$ cat src/rtl/mcpu_ctrl.sv
// Multicycle MIPS control FSM: sequences the shared datapath and counts retired instructions.
// Optional MEM_WAIT_EN macro: FETCH/MEMRD/MEMWR stall until mem_ready is high.
module mcpu_ctrl #(
  parameter int CNT_W = 16
) (
  input  logic             CLK,
  input  logic             reset,
  input  logic [5:0]       Op,
  input  logic             zero,
  input  logic             mem_ready,
  output logic             PCWr,
  output logic             PCWrCond,
  output logic             PCEn,
  output logic             IorD,
  output logic             MemRead,
  output logic             MemWr,
  output logic             IRWr,
  output logic             M2R,
  output logic             RegDst,
  output logic             regWr,
  output logic             ALUSrcA,
  output logic [1:0]       ALUSrcB,
  output logic [1:0]       ALUop,
  output logic [1:0]       PCSrc,
  output logic             illegal,
  output logic [3:0]       state,
  output logic [CNT_W-1:0] instr_cnt
);

  localparam logic [3:0] S_FETCH  = 4'd0;
  localparam logic [3:0] S_DECODE = 4'd1;
  localparam logic [3:0] S_MEMADR = 4'd2;
  localparam logic [3:0] S_MEMRD  = 4'd3;
  localparam logic [3:0] S_MEMWB  = 4'd4;
  localparam logic [3:0] S_MEMWR  = 4'd5;
  localparam logic [3:0] S_EXEC   = 4'd6;
  localparam logic [3:0] S_RWB    = 4'd7;
  localparam logic [3:0] S_BRANCH = 4'd8;
  localparam logic [3:0] S_JUMP   = 4'd9;
  localparam logic [3:0] S_ADDIEX = 4'd10;
  localparam logic [3:0] S_ADDIWB = 4'd11;

  localparam logic [5:0] OP_R    = 6'b000000;
  localparam logic [5:0] OP_LW   = 6'b100011;
  localparam logic [5:0] OP_SW   = 6'b101011;
  localparam logic [5:0] OP_BEQ  = 6'b000100;
  localparam logic [5:0] OP_J    = 6'b000010;
  localparam logic [5:0] OP_ADDI = 6'b001000;

  logic [3:0]       state_q, state_d;
  logic [CNT_W-1:0] cnt_q;
  logic             mem_ok;
  logic             retire;

`ifdef MEM_WAIT_EN
  assign mem_ok = mem_ready;
`else
  logic unused_mem_ready;
  assign unused_mem_ready = mem_ready;
  assign mem_ok = 1'b1;
`endif

  always_comb begin
    state_d = S_FETCH;
    illegal = 1'b0;
    case (state_q)
      S_FETCH:  state_d = mem_ok ? S_DECODE : S_FETCH;
      S_DECODE: begin
        case (Op)
          OP_R:         state_d = S_EXEC;
          OP_LW, OP_SW: state_d = S_MEMADR;
          OP_BEQ:       state_d = S_BRANCH;
          OP_J:         state_d = S_JUMP;
          OP_ADDI:      state_d = S_ADDIEX;
          default: begin
            state_d = S_FETCH;
            illegal = 1'b1;
          end
        endcase
      end
      S_MEMADR: state_d = (Op == OP_LW) ? S_MEMRD : S_MEMWR;
      S_MEMRD:  state_d = mem_ok ? S_MEMWB : S_MEMRD;
      S_MEMWR:  state_d = mem_ok ? S_FETCH : S_MEMWR;
      S_EXEC:   state_d = S_RWB;
      S_ADDIEX: state_d = S_ADDIWB;
      default:  state_d = S_FETCH;
    endcase
  end

  // An instruction retires on the edge that leaves its final state.
  always_comb begin
    case (state_q)
      S_MEMWB, S_RWB, S_BRANCH, S_JUMP, S_ADDIWB: retire = 1'b1;
      S_MEMWR:                                    retire = mem_ok;
      default:                                    retire = 1'b0;
    endcase
  end

  always_ff @(posedge CLK or posedge reset) begin
    if (reset) begin
      state_q <= S_FETCH;
      cnt_q   <= '0;
    end else begin
      state_q <= state_d;
      if (retire) cnt_q <= cnt_q + CNT_W'(1);
    end
  end

  // Moore decode; write/read strobes are held low while reset is asserted.
  always_comb begin
    PCWr     = 1'b0;
    PCWrCond = 1'b0;
    IorD     = 1'b0;
    MemRead  = 1'b0;
    MemWr    = 1'b0;
    IRWr     = 1'b0;
    M2R      = 1'b0;
    RegDst   = 1'b0;
    regWr    = 1'b0;
    ALUSrcA  = 1'b0;
    ALUSrcB  = 2'b00;
    ALUop    = 2'b00;
    PCSrc    = 2'b00;
    case (state_q)
      S_FETCH: begin
        MemRead = 1'b1;
        IRWr    = mem_ok;
        PCWr    = mem_ok;
        ALUSrcB = 2'b01;
      end
      S_DECODE: ALUSrcB = 2'b11;
      S_MEMADR, S_ADDIEX: begin
        ALUSrcA = 1'b1;
        ALUSrcB = 2'b10;
      end
      S_MEMRD: begin
        MemRead = 1'b1;
        IorD    = 1'b1;
      end
      S_MEMWB: begin
        M2R   = 1'b1;
        regWr = 1'b1;
      end
      S_MEMWR: begin
        MemWr = 1'b1;
        IorD  = 1'b1;
      end
      S_EXEC: begin
        ALUSrcA = 1'b1;
        ALUop   = 2'b10;
      end
      S_RWB: begin
        RegDst = 1'b1;
        regWr  = 1'b1;
      end
      S_BRANCH: begin
        ALUSrcA  = 1'b1;
        ALUop    = 2'b01;
        PCWrCond = 1'b1;
        PCSrc    = 2'b01;
      end
      S_JUMP: begin
        PCWr  = 1'b1;
        PCSrc = 2'b10;
      end
      S_ADDIWB: regWr = 1'b1;
      default: ;
    endcase
    if (reset) begin
      PCWr     = 1'b0;
      PCWrCond = 1'b0;
      IRWr     = 1'b0;
      MemRead  = 1'b0;
      MemWr    = 1'b0;
    end
  end

  assign PCEn      = PCWr | (PCWrCond & zero);
  assign state     = state_q;
  assign instr_cnt = cnt_q;

endmodule

$ cat config.mk
export PLATFORM = sky130hd
export DESIGN_NAME = mcpu_ctrl
export DESIGN_NICKNAME = d
export VERILOG_FILES = /design/src/rtl/mcpu_ctrl.sv
export SDC_FILE = /design/constraint.sdc
export NUM_CORES = 1
export LEC_CHECK = 0
export CAP_MARGIN = 20
export CORE_MARGIN = 3
export CORE_UTILIZATION = 56
export CTS_CLUSTER_SIZE = 12
export DETAILED_ROUTE_END_ITERATION = 16
export DONT_BUFFER_PORTS = 1
export MAX_ROUTING_LAYER = met4
export PLACE_DENSITY = 0.71
export SETUP_SLACK_MARGIN = 0.4
export SLEW_MARGIN = 20
export SYNTH_ARGS = -nofsm -noshare
export SYNTH_HDL_FRONTEND = slang
export SYNTH_SLANG_ARGS = --single-unit
$ cat constraint.sdc
create_clock -name CLK -period 3.2 [get_ports CLK]
set_input_delay 0.48 -clock CLK [delete_from_list [all_inputs] [get_ports CLK]]
set_output_delay 0.48 -clock CLK [all_outputs]
set_load 0.01 [all_outputs]
==> out/qor.txt <==
Status: completed
Number of synthesis warnings: 0
Final Non-Filler Cells: 160
Crit path launch type: flop
Yosys cell types: 35
Commonest non-fill, non-tap cell in the layout: dfrtp_1
First DRT Iteration DRCs: 21
Final Skew: 0.006904 ns
CP Class: flop to output pin
Max incr delay on CP: 0.59 ns
Post-synthesis sequential area ratio: 0.3992
Tmin final: 2.292 ns
Syn avg cell area: 9.151 sq um
GPL Wtd Cong: 0.8639
Post-CTS sizing: 0
Commonest non-fill, non-tap cells in the layout: 20 x dfrtp_1, 11 x xnor2_1, 10 x nor2_1
Die area: 2842 sq um
Synth Cell Area: 1254 sq um
Grt ovf: 0
Post-synthesis instance total: 137
Clock Sinks: 20
Wire per inst: 15.94 microns
Core Region: 2042 sq um
Die Wd: 53.32 microns
Static leakage: 0.5566 nW
# rows: 16
Post-route cell area: 1286 sq um
Layout cells sized above 1: 0.08271
Total Routing Usage GR: 0.1969
Syn-to-layout area delta: 2.595%
FMAX: 0.4362 GHz
Synth Register Bits: 20
WL final: 2.550 mm
Slew Viols, Final: 0
Final hold vios: 0
Final #Nets: 145
Skew-Pair Late Insertion Delay: 0.30 ns
WP data required: 2.72 ns
DRT Pass-1 Iters: 4
Synth Flop Type: dfrtp_1
Period utilisation layout: 0.7164
Max-cap violations: 0
Async set-reset flop share out of synthesis: 1.000
CTS buffer count: 3
Fill cell count: 185
Inserted Diodes: 0
Syn nets: 148
Clk buf depth: 2
Postcts setup bufs: 0
PwrDens: 552.5 nW/um^2
Final HPWL DP: 1.931 mm
Critical path peak fanout: 13
Vias per cell: 6.456
Initial antenna violation count: 0
Hold Path Class: input port to asynchronous set/reset pin
Placed insts: 156
Max VDD drop: 396.9 uV
Setup violations, final: 0
Area of placed instances: 1234 sq um
Crit end category: output pin
IO Count: 48
Crit path max-delay cell type: dfrtp_1
Worst-Margin Slew: 0.7279 ns
EDFF count, synth: 0
Hold bufs inserted after CTS: 0
DRC Markers: 0
Worst Path Buf+Inv: 0
DRT antenna net count: 0
Initial Utilization: 0.6140
Power Total: 710.6 uW
RSZ-0062 raised after global routing: false
CTS tree: built
Total number of vias: 1033
Port bufs: 0
Largest net degree at the start of global routing: 21
TNS Setup: 0 ns
Die height: 53.32 microns
Worst Path Arrival: 1.81 ns
Vias in the first global route: 902
Root buffer cell: clkbuf_4
Normalized max-slew margin: 0.5142
Htree depth: 1
Crit path max-delay family: simple AND/OR/NAND/NOR gates
Clock Pin Slew Worst Setup and Hold Paths: 0.11 ns
Worst-path cell chain: or2_2 -> nor4_1
First-pass GRT wire length: 3.953 mm
[registers in the layout, summed over array words and instances (netlist names)]
register	cells
instr_cnt	16
state	4
[worst reg2reg max path, cell delays in order (launching register included)]
cell and delay (ns):
dfrtp_1 0.68, xor2_1 0.25, nand3_2 0.16, nor4_1 0.39, xor2_1 0.21
[area by class of cell]
cell class                 count  area, sq um  area share
sequential                    20        500.5      0.3891
multi-input combinational    102        673.1      0.5233
inverter                       7        26.28     0.02043
clock buffer                   3        22.52     0.01751
tap                           27        33.78     0.02626
clock inverter                 1        30.03     0.02335
[layer usage]
metal | vias to the layer above | global-route usage | wire length (microns)
li1 | 482 | - | -
met1 | 493 | 0.2452 | 1022
met2 | 49 | 0.2959 | 1207
met3 | 9 | 0.07042 | 285
met4 | 0 | 0.06383 | 35
met5 | - | - | 0
[cells by family after synthesis]
family / after synthesis / share of synthesized area
AO/OA/AOI/OAI: 17 / 0.08782
multiplexers: 2 / 0.01796
XOR/XNOR: 18 / 0.1257
flip-flops: 20 / 0.3992
AND/OR/NAND/NOR: 63 / 0.2874
buffers and inverters: 15 / 0.06387
adder cells (fa/ha/maj): 2 / 0.01796
[path summary, 6_finish.rpt]
path,start,endpoint,slack (ns),cells past startpoint
worst max register to register,state[2],instr_cnt[12],1.44,4
min in group CLK,Op[1],state[0],0.34,2
worst max-delay path,state[2],MemRead,0.91,2
max in group asynchronous,reset,instr_cnt[1],2.56,1
worst min register to register,instr_cnt[15],instr_cnt[15],0.56,1
worst min-delay path,reset,state[0],0.17,1
[report_power, final]
part | total, mW | leakage [nW] | switching (mW) | internal [mW]
registers | 0.358 | 0.273 | 0.0781 | 0.280
logic | 0.152 | 0.256 | 0.0901 | 0.0614
clock network | 0.201 | 0.0279 | 0.0743 | 0.127
total | 0.711 | 0.557 | 0.242 | 0.468
[per-stage QoR]
step	utilization	hold WS [ns]	setup slack, ns
after global routing	0.6299	0.2197	0.7916
after floorplan	-	0.4438	1.288
after detailed placement	0.6042	0.5268	1.250
final	0.6299	0.1747	0.9075
after CTS	0.6299	0.1845	0.8932
after global placement	0.6042	0.5262	1.257
[synth_stat cells, types with 3 or more instances]
cell type / count / area (sq um)
xnor2_1: 11 / 96.34
nand2_1: 6 / 22.52
xor2_1: 7 / 61.31
inv_1: 7 / 26.28
o21ai_0: 5 / 25.02
buf_2: 3 / 15.01
a21oi_1: 5 / 25.02
nor2_1: 10 / 37.54
dfrtp_1: 20 / 500.5
and3_1: 4 / 25.02
nand3_1: 4 / 20.02
nor2b_1: 4 / 25.02
nand2b_1: 4 / 25.02
and2_1: 3 / 18.77
nor3_1: 7 / 35.03
nand4_1: 7 / 43.79
buf_4: 3 / 22.52
nor4_1: 7 / 43.79
(Power assumes the default switching activity.)
